<file path="src/rtl/nbit_seq_alu_pkg.sv">
// ============================================================================
// Module      : alu_pkg
// Description : Shared opcode encodings, FSM state type and mode width for
//               the sequential N-bit ALU.
// Revision    : 1.0  initial release
// ============================================================================
`default_nettype none
`timescale 1ns/1ps

package alu_pkg;

  localparam int MODE_W = 4;

  localparam logic [MODE_W-1:0] OP_ADD = 4'd0;
  localparam logic [MODE_W-1:0] OP_SUB = 4'd1;
  localparam logic [MODE_W-1:0] OP_AND = 4'd2;
  localparam logic [MODE_W-1:0] OP_OR  = 4'd3;
  localparam logic [MODE_W-1:0] OP_XOR = 4'd4;
  localparam logic [MODE_W-1:0] OP_NOT = 4'd5;
  localparam logic [MODE_W-1:0] OP_INC = 4'd6;
  localparam logic [MODE_W-1:0] OP_DEC = 4'd7;
  localparam logic [MODE_W-1:0] OP_MUL = 4'd8;
  localparam logic [MODE_W-1:0] OP_SHL = 4'd9;
  localparam logic [MODE_W-1:0] OP_SHR = 4'd10;

  typedef enum logic [0:0] {
    ST_IDLE    = 1'b0,
    ST_MUL_RUN = 1'b1
  } state_t;

endpackage

`default_nettype wire

</file>
<file path="src/rtl/nbit_seq_alu_if.sv">
// ============================================================================
// Module      : nbit_seq_alu_if
// Description : Operand/result bundle of the sequential ALU. The master side
//               issues operations, the slave side (the ALU) returns results.
// Revision    : 1.0  initial release
// ============================================================================
`default_nettype none
`timescale 1ns/1ps

interface nbit_seq_alu_if #(
  parameter int N = 4
);
  import alu_pkg::*;

  logic              in_valid;
  logic              in_ready;
  logic [N-1:0]      A;
  logic [N-1:0]      B;
  logic              CB_in;
  logic [MODE_W-1:0] Mode;
  logic              out_valid;
  logic [N-1:0]      Result;
  logic [N-1:0]      Result_hi;
  logic              CB_out;
  logic              zero;
  logic              neg;
  logic              ovf;
  logic              illegal;

  modport master (
    output in_valid, A, B, CB_in, Mode,
    input  in_ready, out_valid, Result, Result_hi, CB_out, zero, neg, ovf, illegal
  );

  modport slave (
    input  in_valid, A, B, CB_in, Mode,
    output in_ready, out_valid, Result, Result_hi, CB_out, zero, neg, ovf, illegal
  );

endinterface

`default_nettype wire

</file>
<file path="src/rtl/nbit_seq_alu_mult.sv">
// ============================================================================
// Module      : seq_mult_unit
// Description : Iterative unsigned shift-add multiplier, one multiplier bit
//               per clock. Bit 0 is folded into the load cycle so the full
//               product is ready N-1 edges after start; done pulses then.
// Revision    : 1.0  initial release
// ============================================================================
`default_nettype none
`timescale 1ns/1ps

module seq_mult_unit #(
  parameter int N = 4
) (
  input  logic           clk,
  input  logic           rst,
  input  logic           start,
  input  logic [N-1:0]   a,
  input  logic [N-1:0]   b,
  output logic           busy,
  output logic           done,
  output logic [2*N-1:0] product
);

  localparam int CW = $clog2(N + 1);

  logic [N-1:0]   mcand_q;
  logic [2*N-1:0] prod_q;
  logic [CW-1:0]  cnt_q;
  logic           busy_q;
  logic           done_q;

  logic [2*N-1:0] w_src;
  logic [N-1:0]   w_mc;
  logic [N:0]     w_sum;
  logic [2*N-1:0] w_next;

  // One shift-add step: conditionally add the multiplicand into the high half,
  // then shift the whole accumulator right (multiplier bits drain from the low half).
  always_comb begin
    w_src  = start ? {{N{1'b0}}, b} : prod_q;
    w_mc   = start ? a : mcand_q;
    w_sum  = {1'b0, w_src[2*N-1:N]} + (w_src[0] ? {1'b0, w_mc} : {(N+1){1'b0}});
    w_next = {w_sum, w_src[N-1:1]};
  end

  // Iteration counter, accumulator and completion pulse.
  always_ff @(posedge clk) begin
    if (rst) begin
      mcand_q <= '0;
      prod_q  <= '0;
      cnt_q   <= '0;
      busy_q  <= 1'b0;
      done_q  <= 1'b0;
    end else begin
      done_q <= 1'b0;
      if (start) begin
        mcand_q <= a;
        prod_q  <= w_next;
        cnt_q   <= CW'(1);
        busy_q  <= 1'b1;
      end else if (busy_q) begin
        prod_q <= w_next;
        cnt_q  <= cnt_q + CW'(1);
        if (cnt_q == CW'(N - 1)) begin
          busy_q <= 1'b0;
          done_q <= 1'b1;
        end
      end
    end
  end

  assign busy    = busy_q;
  assign done    = done_q;
  assign product = prod_q;

endmodule

`default_nettype wire

</file>
<file path="src/rtl/nbit_seq_alu.sv">
// ============================================================================
// Module      : nbit_seq_alu
// Description : Registered N-bit ALU with valid/ready input, status flags and
//               a multi-cycle multiplier. Single-cycle ops register their
//               result on the accepting edge; MUL blocks input for N cycles.
// Revision    : 1.0  initial release
// ============================================================================
`default_nettype none
`timescale 1ns/1ps

module nbit_seq_alu
  import alu_pkg::*;
#(
  parameter int N = 4
) (
  input  logic            clk,
  input  logic            rst,
  nbit_seq_alu_if.slave   bus
);

  state_t         state_q, state_d;
  logic           w_accept;
  logic           w_mul_start;
  logic           w_sc_load;
  logic           w_mul_load;
  logic           mult_busy;
  logic           mult_done;
  logic [2*N-1:0] mult_prod;

  logic [N:0]     w_sum, w_dif, w_inc, w_dec;
  logic [N-1:0]   w_res;
  logic           w_cb, w_ovf, w_ill;

  logic           out_valid_q;
  logic [N-1:0]   result_q, result_hi_q;
  logic           cb_out_q, zero_q, neg_q, ovf_q, illegal_q;

  assign bus.in_ready = (state_q == ST_IDLE);
  assign w_accept     = bus.in_valid & bus.in_ready;
  assign w_sc_load    = w_accept && (bus.Mode != OP_MUL);
  assign w_mul_load   = (state_q == ST_MUL_RUN) && mult_done;

  // State register.
  always_ff @(posedge clk) begin
    if (rst) state_q <= ST_IDLE;
    else     state_q <= state_d;
  end

  // Next state and multiplier launch; MUL_RUN ends when the multiplier goes idle.
  always_comb begin
    state_d     = state_q;
    w_mul_start = 1'b0;
    case (state_q)
      ST_IDLE: begin
        if (w_accept && (bus.Mode == OP_MUL)) begin
          w_mul_start = 1'b1;
          state_d     = ST_MUL_RUN;
        end
      end
      ST_MUL_RUN: begin
        if (!mult_busy) state_d = ST_IDLE;
      end
      default: state_d = ST_IDLE;
    endcase
  end

  seq_mult_unit #(.N(N)) u_mult (
    .clk     (clk),
    .rst     (rst),
    .start   (w_mul_start),
    .a       (bus.A),
    .b       (bus.B),
    .busy    (mult_busy),
    .done    (mult_done),
    .product (mult_prod)
  );

  // Single-cycle datapath: all arithmetic at N+1 bits so the top bit is carry/borrow.
  always_comb begin
    w_sum = {1'b0, bus.A} + {1'b0, bus.B} + {{N{1'b0}}, bus.CB_in};
    w_dif = {1'b0, bus.A} - {1'b0, bus.B} - {{N{1'b0}}, bus.CB_in};
    w_inc = {1'b0, bus.A} + {{N{1'b0}}, 1'b1};
    w_dec = {1'b0, bus.A} - {{N{1'b0}}, 1'b1};
    w_res = '0;
    w_cb  = 1'b0;
    w_ovf = 1'b0;
    w_ill = 1'b0;
    case (bus.Mode)
      OP_ADD: begin
        w_res = w_sum[N-1:0];
        w_cb  = w_sum[N];
        w_ovf = (bus.A[N-1] == bus.B[N-1]) && (w_sum[N-1] != bus.A[N-1]);
      end
      OP_SUB: begin
        w_res = w_dif[N-1:0];
        w_cb  = w_dif[N];
        w_ovf = (bus.A[N-1] != bus.B[N-1]) && (w_dif[N-1] != bus.A[N-1]);
      end
      OP_AND: w_res = bus.A & bus.B;
      OP_OR:  w_res = bus.A | bus.B;
      OP_XOR: w_res = bus.A ^ bus.B;
      OP_NOT: w_res = ~bus.A;
      OP_INC: begin
        w_res = w_inc[N-1:0];
        w_cb  = w_inc[N];
      end
      OP_DEC: begin
        w_res = w_dec[N-1:0];
        w_cb  = w_dec[N];
      end
      OP_MUL: ;
      OP_SHL: begin
        w_res = {bus.A[N-2:0], bus.CB_in};
        w_cb  = bus.A[N-1];
      end
      OP_SHR: begin
        w_res = {bus.CB_in, bus.A[N-1:1]};
        w_cb  = bus.A[0];
      end
      default: w_ill = 1'b1;
    endcase
  end

  // Output registers: hold between updates; zero/neg follow the value registered into Result.
  always_ff @(posedge clk) begin
    if (rst) begin
      out_valid_q <= 1'b0;
      result_q    <= '0;
      result_hi_q <= '0;
      cb_out_q    <= 1'b0;
      zero_q      <= 1'b0;
      neg_q       <= 1'b0;
      ovf_q       <= 1'b0;
      illegal_q   <= 1'b0;
    end else begin
      out_valid_q <= 1'b0;
      if (w_sc_load) begin
        out_valid_q <= 1'b1;
        result_q    <= w_res;
        result_hi_q <= '0;
        cb_out_q    <= w_cb;
        zero_q      <= (w_res == '0);
        neg_q       <= w_res[N-1];
        ovf_q       <= w_ovf;
        illegal_q   <= w_ill;
      end else if (w_mul_load) begin
        out_valid_q <= 1'b1;
        result_q    <= mult_prod[N-1:0];
        result_hi_q <= mult_prod[2*N-1:N];
        cb_out_q    <= (mult_prod[2*N-1:N] != '0);
        zero_q      <= (mult_prod[N-1:0] == '0);
        neg_q       <= mult_prod[N-1];
        ovf_q       <= 1'b0;
        illegal_q   <= 1'b0;
      end
    end
  end

  assign bus.out_valid = out_valid_q;
  assign bus.Result    = result_q;
  assign bus.Result_hi = result_hi_q;
  assign bus.CB_out    = cb_out_q;
  assign bus.zero      = zero_q;
  assign bus.neg       = neg_q;
  assign bus.ovf       = ovf_q;
  assign bus.illegal   = illegal_q;

endmodule

`default_nettype wire

</file>
<file path="src/flat_wrapper.sv">
// flat-port wrapper written by rule: the top's interface ports become plain ports
module nbit_seq_alu_flat import alu_pkg::*;
#(
  parameter int N = 4
)
  (clk, rst, bus_in_valid, bus_A, bus_B, bus_CB_in, bus_Mode, bus_in_ready, bus_out_valid, bus_Result, bus_Result_hi, bus_CB_out, bus_zero, bus_neg, bus_ovf, bus_illegal);
  nbit_seq_alu_if #(.N(N)) bus_i ();
  input  logic clk;
  input  logic rst;
  input wire logic [$bits(bus_i.in_valid)-1:0] bus_in_valid;
  input wire logic [$bits(bus_i.A)-1:0] bus_A;
  input wire logic [$bits(bus_i.B)-1:0] bus_B;
  input wire logic [$bits(bus_i.CB_in)-1:0] bus_CB_in;
  input wire logic [$bits(bus_i.Mode)-1:0] bus_Mode;
  output wire logic [$bits(bus_i.in_ready)-1:0] bus_in_ready;
  output wire logic [$bits(bus_i.out_valid)-1:0] bus_out_valid;
  output wire logic [$bits(bus_i.Result)-1:0] bus_Result;
  output wire logic [$bits(bus_i.Result_hi)-1:0] bus_Result_hi;
  output wire logic [$bits(bus_i.CB_out)-1:0] bus_CB_out;
  output wire logic [$bits(bus_i.zero)-1:0] bus_zero;
  output wire logic [$bits(bus_i.neg)-1:0] bus_neg;
  output wire logic [$bits(bus_i.ovf)-1:0] bus_ovf;
  output wire logic [$bits(bus_i.illegal)-1:0] bus_illegal;
  assign bus_i.in_valid = bus_in_valid;
  assign bus_i.A = bus_A;
  assign bus_i.B = bus_B;
  assign bus_i.CB_in = bus_CB_in;
  assign bus_i.Mode = bus_Mode;
  assign bus_in_ready = bus_i.in_ready;
  assign bus_out_valid = bus_i.out_valid;
  assign bus_Result = bus_i.Result;
  assign bus_Result_hi = bus_i.Result_hi;
  assign bus_CB_out = bus_i.CB_out;
  assign bus_zero = bus_i.zero;
  assign bus_neg = bus_i.neg;
  assign bus_ovf = bus_i.ovf;
  assign bus_illegal = bus_i.illegal;
  nbit_seq_alu #(.N(N)) u_core (.clk(clk), .rst(rst), .bus(bus_i));
endmodule
</file>
<file path="config.mk">
export PLATFORM = sky130hd
export DESIGN_NAME = nbit_seq_alu_flat
export DESIGN_NICKNAME = d
export VERILOG_FILES = /design/src/rtl/nbit_seq_alu_pkg.sv /design/src/rtl/nbit_seq_alu_if.sv /design/src/rtl/nbit_seq_alu_mult.sv /design/src/rtl/nbit_seq_alu.sv /design/src/flat_wrapper.sv
export SDC_FILE = /design/constraint.sdc
export NUM_CORES = 1
export LEC_CHECK = 0
export CORE_MARGIN = 2
export CORE_UTILIZATION = 35
export CTS_CLUSTER_DIAMETER = 50
export DETAILED_ROUTE_END_ITERATION = 10
export PLACE_DENSITY = 0.62
export SYNTH_ARGS = -nofsm -noshare
export SYNTH_HDL_FRONTEND = slang
export SYNTH_SLANG_ARGS = --single-unit
export TNS_END_PERCENT = 20
</file>
<file path="constraint.sdc">
create_clock -name clk -period 2.9 [get_ports clk]
set_input_delay 0.58 -clock clk [delete_from_list [all_inputs] [get_ports clk]]
set_output_delay 0.58 -clock clk [all_outputs]
set_load 0.01 [all_outputs]
</file>
# After elaboration in Yosys (flattened, before gate mapping)
# Cells that the tools add are included.
# Widths: inputs -> output; s select.
# classes
add_sub_neg,8
muxes,32
n_eq_ne,16
n_reduce_logical,15
n_bitwise,7
# op_table
op,count
$pmux 4 s10,1
$mux 8,3
$mux 1,21
$eq 4x3->1 const B,4
$mux 4,4
$eq 4x4->1 const B,3
$logic_not 4->1,3
$reduce_or 11->1,1
$add 4x4->5,2
$eq 4x2->1 const B,2
$pmux 1 s6,1
$add 4x1->5 const B,1
$add 5x1->5,1
$logic_and 1x1->1,5
$sub 4x1->5 const B,1
$sub 4x4->5,1
$sub 5x1->5,1
$and 4x4->4,1
$eq 4x1->1 const B,1
$ne 4x4->1 const B,1
$not 4->4,1
$or 4x4->4,1
$pmux 1 s2,2
$reduce_bool 2->1,2
10 further kinds,14
# totals
wordCells,93
register_bits,32
in_bits,16

# Longest topological paths before layout
# Gate-level depths: netlist of the first run.
# depth
depth_word,10
depth_mapped,13

# Cells and area by module
# Synthesis of the first run repeated with hierarchy kept, for this count alone.
# hier_totals
hier_cells,296
area_unflattened_um2,2547.4
# by_module_without_submodules
module,seq_area_each_um2,n_inst,cells_each,area_each_um2
nbit_seq_alu,280.3,1,202,1645.3
seq_mult_unit,340.3,1,94,902.1

# Worst setup path before layout of the first run
# No wires, ideal clock.
# synth_timing
path_type,input to register
startpoint,in bus_Mode[0]
endpoint,reg u_core.u_mult.prod_q[7] (netlist: u_core.u_mult.product[7])
arrival_time_ns,2.653
t_required_ns,2.814
path_stages,12
path_slack_ns,0.161
n_path_buf,2
setup_ns,0.086
cell_sequence,buf_4 -> nor2_1 -> nand3_1 -> buf_2 -> o31ai_1 -> ha_1 -> inv_1 -> fa_1 -> nor2b_1 -> o21a_1 -> nor3_1 -> a211oi_1
# synth_via
elab_chain_cells,9
# synth_lines
element,line_no,rtl
start: declaration,flat_wrapper.sv:14,input wire logic [$bits(bus_i.Mode)-1:0] bus_Mode;
$eq 4x4->1 *,nbit_seq_alu.sv:55,if (w_accept && (bus.Mode == OP_MUL)) begin
$logic_and 1x1->1 *,nbit_seq_alu.sv:55,
$mux 1 *,nbit_seq_alu.sv:55,
$mux 1 *,nbit_seq_alu.sv:53,case (state_q)
$mux 4 or $mux 8 (tied branches),--,
$mux 4,nbit_seq_alu_mult.sv:42,"w_sum = {1'b0, w_src[2*N-1:N]} + (w_src[0] ? {1'b0, w_mc} : {(N+1){1'b0}});"
$add 4x4->5,nbit_seq_alu_mult.sv:42,
$mux 8,nbit_seq_alu_mult.sv:61,end else if (busy_q) begin
$mux 8,nbit_seq_alu_mult.sv:56,if (start) begin
end signal: assignment,nbit_seq_alu_mult.sv:58,prod_q <= w_next;
end signal: assignment,nbit_seq_alu_mult.sv:62,prod_q <= w_next;
end: declaration,nbit_seq_alu_mult.sv:27,logic [2*N-1:0] prod_q;
# Every way passes the cells marked *; elsewhere a longest branch is shown, timed or not. The select of a mux whose other input is x is not followed.
# A chain may end at the register's enable or synchronous reset.

# Worst setup path after layout of the first run
# layout_timing
startpoint,in bus_A[0]
endpoint,reg u_core.ovf_q (netlist: u_core.bus.ovf)
# layout_via
elab_chain_cells,6
# layout_lines
element,line_no,rtl
start: declaration,flat_wrapper.sv:11,input wire logic [$bits(bus_i.A)-1:0] bus_A;
$sub 4x4->5 or $add 4x4->5 (tied branches),"nbit_seq_alu.sv:81, nbit_seq_alu.sv:80",
$sub 5x1->5 or $add 5x1->5 (tied branches),"nbit_seq_alu.sv:81, nbit_seq_alu.sv:80",
"$ne 1x1->1, on equally long branches","nbit_seq_alu.sv:97, nbit_seq_alu.sv:92",
"$logic_and 1x1->1, on equally long branches","nbit_seq_alu.sv:97, nbit_seq_alu.sv:92",
$pmux 1 s2 *,nbit_seq_alu.sv:88,case (bus.Mode)
$mux 1 *,nbit_seq_alu.sv:137,if (w_sc_load) begin
end signal: assignment,nbit_seq_alu.sv:144,ovf_q <= w_ovf;
end: declaration,nbit_seq_alu.sv:36,"logic cb_out_q, zero_q, neg_q, ovf_q, illegal_q;"
# Every way passes the cells marked *; elsewhere a longest branch is shown, timed or not.

==> results of run 1 <==
## cell usage after synthesis (4+ instances only)
cell type | count | area share [%]
buf_2 | 7 | 1.3
o31ai_1 | 6 | 1.7
nor2b_1 | 6 | 1.4
nand2b_1 | 9 | 2.2
nand3_1 | 12 | 2.3
fa_1 | 5 | 3.8
buf_4 | 5 | 1.4
nor3_1 | 9 | 1.7
clkbuf_1 | 4 | 0.57
xnor2_1 | 6 | 2.0
inv_1 | 21 | 3.0
nor2_1 | 21 | 3.0
and2_1 | 4 | 0.96
a2111oi_0 | 4 | 1.3
a21oi_1 | 24 | 4.6
ha_1 | 22 | 11
o21ai_0 | 7 | 1.3
mux2i_1 | 10 | 3.8
nand2_1 | 32 | 4.6
a211oi_1 | 7 | 2.0
dfxtp_1 | 31 | 24
a21o_1 | 4 | 1.1
## cells by family (layout without fill, tap and decap cells)
family	after synthesis	count (layout)	share of synthesized area (%)
AOI/OAI and AO/OA	81	81	22.76
adders and majority gates	27	27	14.35
muxes	13	13	5.117
and+or+nand+nor	115	115	23.72
xor gates and xnor gates	8	8	2.678
buffers and inverters	40	91	7.652
DFF	31	31	23.72
## registers in the layout, indices dropped and copies added, names as in the netlist
name and flops:
u_core.bus.CB_out 1, u_core.bus.Result 3, u_core.bus.Result_hi 4, u_core.bus.illegal 1, u_core.bus.neg 1, u_core.bus.out_valid 1
u_core.bus.ovf 1, u_core.bus.zero 1, u_core.state_q 1, u_core.u_mult.busy 1, u_core.u_mult.cnt_q 3, u_core.u_mult.done 1
u_core.u_mult.mcand_q 4, u_core.u_mult.product 8
## power groups by stage
| stage | Clock (mW) | Sequential [mW] | Combinational (mW) |
|---|---|---|---|
| floorplan | 0 | 0.460 | 0.186 |
| global placement | 0 | 0.458 | 0.307 |
| detailed placement | 0 | 0.459 | 0.310 |
| finish | 0.446 | 0.449 | 0.312 |
| global route | 0.474 | 0.451 | 0.346 |
| CTS | 0.455 | 0.449 | 0.313 |
## routing by layer
layer	GRT usage, %	routed length [µm]	up-vias
met2	27.36	3153	47
met4	5.897	116	0
met1	24.37	3339	1133
met3	2.421	247	12
li1	-	-	1231
met5	0	0	-
## placed cells by master, fill, tap and decap left out, drive strengths merged, types with 8 or more instances in the layout
cell type / n
a21oi: 26
nand2b: 9
buf: 32
ha: 22
nand3: 12
mux2i: 10
clkdlybuf4s50: 28
nor3: 9
dfxtp: 31
a211oi: 8
nand2: 33
inv: 21
nor2: 22
## cell type report
| cell class | instances | area (µm²) |
|---|---|---|
| well taps | 99 | 123.9 |
| multi-input cells | 244 | 1804 |
| repair buffers | 62 | 545.5 |
| flip-flops and latches | 31 | 620.6 |
| inverters | 21 | 78.83 |
| fillers | 727 | 3963 |
| clock inverters | 2 | 35.03 |
| clock buffers | 6 | 82.58 |
## per-stage QoR
stage	worst slack, ns	utilization, %
CTS	0.03644	45.26
finish	0.1587	45.37
global route	-0.01920	45.37
global placement	-0.2611	43.56
detailed placement	-0.3113	43.56
floorplan	0.1607	-
## worst max path at each step
stage                       from                                    end  slack, ns  depth (start not counted)
detailed placement     bus_CB_in      u_core.bus.Result[1]$_SDFFE_PP0P_      -0.31                          9
global placement       bus_CB_in      u_core.bus.Result[1]$_SDFFE_PP0P_      -0.26                          9
CTS                    bus_CB_in      u_core.bus.Result[1]$_SDFFE_PP0P_       0.04                          9
global route        bus_in_valid  u_core.u_mult.product[7]$_SDFFE_PP0P_      -0.02                         13
floorplan            bus_Mode[0]  u_core.u_mult.product[7]$_SDFFE_PP0P_       0.16                         12
finish                  bus_A[0]            u_core.bus.ovf$_SDFFE_PP0P_       0.16                          9
## worst reg2reg max path, cell delays in order, from the launching register on
cell      delay [ns]
dfxtp_1         0.40
and2b_2         0.25
nand3_1         0.12
buf_4           0.15
nand3_1         0.07
o31ai_1         0.10
ha_1            0.22
inv_1           0.05
fa_1            0.38
nor2b_1         0.17
o21a_1          0.12
nor3_1          0.04
a211oi_1        0.17
## timing repair
item | CTS | global route
hold buffers | 0 | 0
resized for setup | 1 | 3
pin swaps | 0 | 2
setup endpoints to repair | 2 | 5
==> results.py, run 1 <==
metrics = {
    "cells_and_area": {
        "final_area_um2": 3291,
        "drive_above_1_share_pct": 16.67,
        "area_delta_synth_final_pct": 25.78,
        "layoutNonFillerInstCount": 465,
        "final_nets": 408,
        "antenna_cells": 0,
    },
    "yosys": {
        "netlist_area_um2": 2616,
        "async_flop_share_pct": 0,
        "synth_nets": 358,
        "yosysWarnings": 0,
        "synthDistinctLibCells": 65,
        "synth_seq_cells": 31,
        "synth_cells": 315,
        "synth_seq_area_share_pct": 23.72,
        "synth.avg_cell_area_um2": 8.306,
        "ys.flop_type": "dfxtp_1",
        "synth_edf_count": 0,
    },
    "sta": {
        "max_slew_margin_pct": 53.09,
        "finalHoldWorstSlack_ns": 0.4651,
        "fin_crit_ns": 2.741,
        "fin_crit_sh_pct": 94.53,
        "finClkSkew_ns": 0.006889,
        "finalSetupViolations": 0,
        "fmaxAchievable_ghz": 0.3648,
        "slew_viol_final": 0,
        "worst_slew_pin_slew_ns": 0.7003,
        "hold_violations": 0,
        "rsz0062_at_grt": "yes",
        "final.setup.tns_ns": 0,
    },
    "die": {
        "core_um2": 7253,
        "rows": 31,
        "dieArea_um2": 8183,
        "die_y_um": 90.46,
        "die_x_um": 90.46,
        "io_pins": 31,
        "start_util_pct": 36.07,
    },
    "clock_network": {
        "post-cts-setup-buffers": 0,
        "cts.sinks": 31,
        "cts_tree": "built",
        "htree_num_levels": 2,
        "clk_latency_ns": 0.29,
        "max-clock-path-buffers": 2,
        "cts_buffers": 5,
        "cts-root-buf": "clkbuf_8",
        "clkSlewWorstSetupHoldPaths_ns": 0.07,
    },
    "critical_path": {
        "cpLargestDelayFamily": "compound AO/OA/AOI/OAI gates",
        "worstPathRequired_ns": 3.10,
        "r2r_start": "u_core.state_q$_SDFF_PP0_",
        "slowest_delay_ns": 0.58,
        "cp.arrival_ns": 2.94,
        "reg2reg_slack_ns": 0.55,
        "worst_setup_path_start_kind": "input port",
        "crit_slowest_cell": "fa_2",
        "critPathBufInv": 2,
        "cp-end-kind": "flip-flop",
        "crit_chain": "clkdlybuf4s50_1, fa_2, inv_1, ha_1, o21ai_0, nand2_1, xor2_1, o221a_1, o41ai_2",
        "worstPathMaxFanout": 3,
        "r2r-end": "u_core.u_mult.product[7]$_SDFFE_PP0P_",
        "critPathKind": "in -> reg",
        "reg2reg_depth": 12,
    },
    "grt": {
        "grt_pass1_vias": 2334,
        "grt_max_degree": 32,
        "antenna_found_initial": 0,
        "grtUsageTotal_pct": 17.39,
        "grt-ovfl-total": 0,
        "grt_pass1_wl_um": 11520,
    },
    "worst_hold_path": {
        "hold_class": "reg -> reg",
        "hold_end": "u_core.u_mult.mcand_q[1]$_SDFF_PP0_",
        "whs_path_depth": 2,
        "worstHoldStart": "u_core.u_mult.mcand_q[1]$_SDFF_PP0_",
    },
    "placed_design": {
        "gp_congestion": 0.8745,
        "place_area_um2": 3159,
        "hpwl_um": 5250,
        "dp_cells": 457,
        "numPortBuffers": 30,
    },
    "routing": {
        "wl_per_cell_um": 14.75,
        "drc": 0,
        "drt_first_iter_violations": 135,
        "drt_wl_total_um": 6857,
        "drtPass1Iterations": 4,
        "drt-vias-per-instance": 5.211,
        "vias": 2423,
        "ant_nets": 0,
    },
    "pwr": {
        "clockPowerShare_pct": 37.0,
        "share_comb_of_total_power_pct": 25.8,
        "powerDensity_nw_per_um2": 366.8,
        "ir_drop_uv": 173.4,
        "switching_share_pct": 28.42,
        "leakage_nw": 1.355,
        "power_mw": 1.207,
        "power_frac_seq_pct": 37.2,
        "intPower_mw": 0.8639,
        "switchingPower_mw": 0.3430,
    },
    "job": {
        "maxCapViolations": 0,
    },
    "status": {
        "status": "finished clean",
    },
}
(Power assumes the default switching activity.)
==> run 2, diff against run 1 <==
--- a/config.mk
+++ b/config.mk
@@ -10,6 +10,7 @@
 export CTS_CLUSTER_DIAMETER = 50
 export DETAILED_ROUTE_END_ITERATION = 10
 export PLACE_DENSITY = 0.62
+export SETUP_SLACK_MARGIN = 0.02
 export SYNTH_ARGS = -nofsm -noshare
 export SYNTH_HDL_FRONTEND = slang
 export SYNTH_SLANG_ARGS = --single-unit
==> run 2 against run 1 <==
Wire length up 1.4%. Largest cell class unchanged. Highest routed layer unchanged. Critical path type unchanged. Non-clock buffer count did not move. Critical endpoint is now u_core.bus.zero$_SDFFE_PP0P_. Clock power about the same. Largest power group unchanged.
==> results.py, run 2 (synthesis gave the netlist of run 1 again) <==
metrics = {
    "clock_network": {
        "cts_tree": "built",
        "cts.sinks": 31,
        "ctsHoldBuffers": 0,
        "clk_latency_ns": 0.28,
        "htree_num_levels": 2,
        "max-clock-path-buffers": 2,
        "post-cts-setup-buffers": 0,
        "cts-root-buf": "clkbuf_8",
        "clkSlewWorstSetupHoldPaths_ns": 0.07,
        "cts_buffers": 5,
    },
    "grt": {
        "grt-ovfl-total": 0,
        "grtUsageTotal_pct": 17.39,
        "grt_max_degree": 32,
        "antenna_found_initial": 0,
        "grt_pass1_vias": 2334,
        "grt_pass1_wl_um": 11520,
    },
    "placed_design": {
        "numPortBuffers": 30,
        "dp_slack_ns": -0.3113,
        "gp_congestion": 0.8745,
        "hpwl_um": 5250,
    },
    "die": {
        "rows": 31,
        "core_um2": 7253,
        "die_y_um": 90.46,
        "io_pins": 31,
        "start_util_pct": 36.07,
        "die_x_um": 90.46,
        "dieArea_um2": 8183,
    },
    "sta": {
        "slew_viol_final": 0,
        "finalSetupViolations": 0,
        "layout_setup_ws_ns": 0.1455,
        "final.setup.tns_ns": 0,
        "max_slew_margin_pct": 52.76,
        "fin_crit_ns": 2.755,
        "fin_crit_sh_pct": 94.98,
        "fmaxAchievable_ghz": 0.3630,
        "rsz0062_at_grt": "yes",
        "worst_slew_pin_slew_ns": 0.7052,
        "finClkSkew_ns": 0.005489,
        "hold_violations": 0,
    },
    "job": {
        "maxCapViolations": 0,
    },
    "pwr": {
        "power_mw": 1.207,
        "clockPowerShare_pct": 36.8,
        "share_comb_of_total_power_pct": 25.9,
        "ir_drop_uv": 172.1,
        "powerDensity_nw_per_um2": 365.2,
        "switchingPower_mw": 0.3431,
        "switching_share_pct": 28.42,
        "power_frac_seq_pct": 37.2,
        "leakage_nw": 1.355,
        "intPower_mw": 0.8641,
    },
    "routing": {
        "drtPass1Iterations": 5,
        "vias": 2450,
        "drt-vias-per-instance": 5.269,
        "ant_nets": 0,
        "drc": 0,
        "drt_wl_total_um": 6953,
        "wl_per_cell_um": 14.95,
        "drt_first_iter_violations": 136,
    },
    "cells_and_area": {
        "largest_reg_flops": 8,
        "final_cell_mix": "32 x nand2_1, 32 x buf_4, 31 x dfxtp_1, 28 x clkdlybuf4s50_1, 24 x a21oi_1",
        "final_nets": 408,
        "drive_above_1_share_pct": 17.76,
        "antenna_cells": 0,
        "area_delta_synth_final_pct": 26.35,
    },
    "status": {
        "status": "finished clean",
    },
    "critical_path": {
        "critPathKind": "in -> reg",
        "worstPathRequired_ns": 3.11,
        "cp-end-kind": "flip-flop",
        "worst_setup_path_start_kind": "input port",
        "r2r_start": "u_core.state_q$_SDFF_PP0_",
        "crit_start": "bus_A[0]",
        "worstPathMaxFanout": 3,
        "cp.arrival_ns": 2.96,
    },
    "worst_hold_path": {
        "hold_class": "reg -> reg",
        "worstHoldStart": "u_core.u_mult.mcand_q[1]$_SDFF_PP0_",
    },
}
-- run 2: cell counts in the layout (fill, tap and decap cells not counted) --
Identical to the previous run, type by type.
-- run 2: final timing paths --
| path | depth (start not counted) | slack (ns) | endpoint |
|---|---|---|---|
| worst max register to register | 11 | 0.53 | u_core.u_mult.product[7]$_SDFFE_PP0P_ |
| worst min register to register | 2 | 0.46 | u_core.u_mult.mcand_q[1]$_SDFF_PP0_ |
| worst max-delay path | 8 | 0.15 | u_core.bus.zero$_SDFFE_PP0P_ |
| worst min-delay path | 2 | 0.46 | u_core.u_mult.mcand_q[1]$_SDFF_PP0_ |
-- run 2: cell type report --
type,instances,area [µm²]
Timing Repair Buffer,62,545.5
Clock inverter,2,35.03
Inverter,21,78.83
Sequential cell,31,620.6
Multi-Input combinational cell,244,1819
Tap cell,99,123.9
Clock buffer,6,82.58
Fill cell,725,3948
-- run 2: repair_timing --
item                       in CTS  in global routing
gates cloned                    0                  0
gates resized for setup         1                  7
pin swaps                       0                  2
setup endpoints to repair       2                  5
-- run 2: critical path, stage by stage --
cell and delay (ns):
clkdlybuf4s50_1 0.47, fa_2 0.38, fa_1 0.41, xnor2_1 0.17, o31ai_1 0.09, a2111oi_2 0.47
nand3_1 0.14, o31ai_2 0.24
-- run 2: layer usage --
| layer | up-vias | GRT usage, % | routed length [µm] |
|---|---|---|---|
| li1 | 1235 | - | - |
| met1 | 1137 | 24.37 | 3232 |
| met2 | 64 | 27.36 | 3247 |
| met3 | 14 | 2.421 | 342 |
| met4 | 0 | 5.897 | 131 |
| met5 | - | 0 | 0 |
-- run 2: power by group through the flow --
stage | clock network, mW | registers, mW | logic (mW)
2_1_floorplan | 0 | 0.460 | 0.186
3_3_place_gp | 0 | 0.458 | 0.307
3_5_place_dp | 0 | 0.459 | 0.310
4_1_cts | 0.455 | 0.449 | 0.313
5_1_grt | 0.474 | 0.451 | 0.346
6_report | 0.445 | 0.449 | 0.313
-- run 2: stage by stage --
stage | std cells | hold WS [ns] | util [%] | area, µm²
2_1_floorplan | 315 | 0.4369 | - | 2616
3_3_place_gp | 457 | 0.4436 | 43.56 | 3159
3_5_place_dp | 457 | 0.4523 | 43.56 | 3159
4_1_cts | 465 | 0.4631 | 45.26 | 3283
5_1_grt | 465 | 0.4837 | 45.58 | 3306
6_report | 465 | 0.4630 | 45.58 | 3306
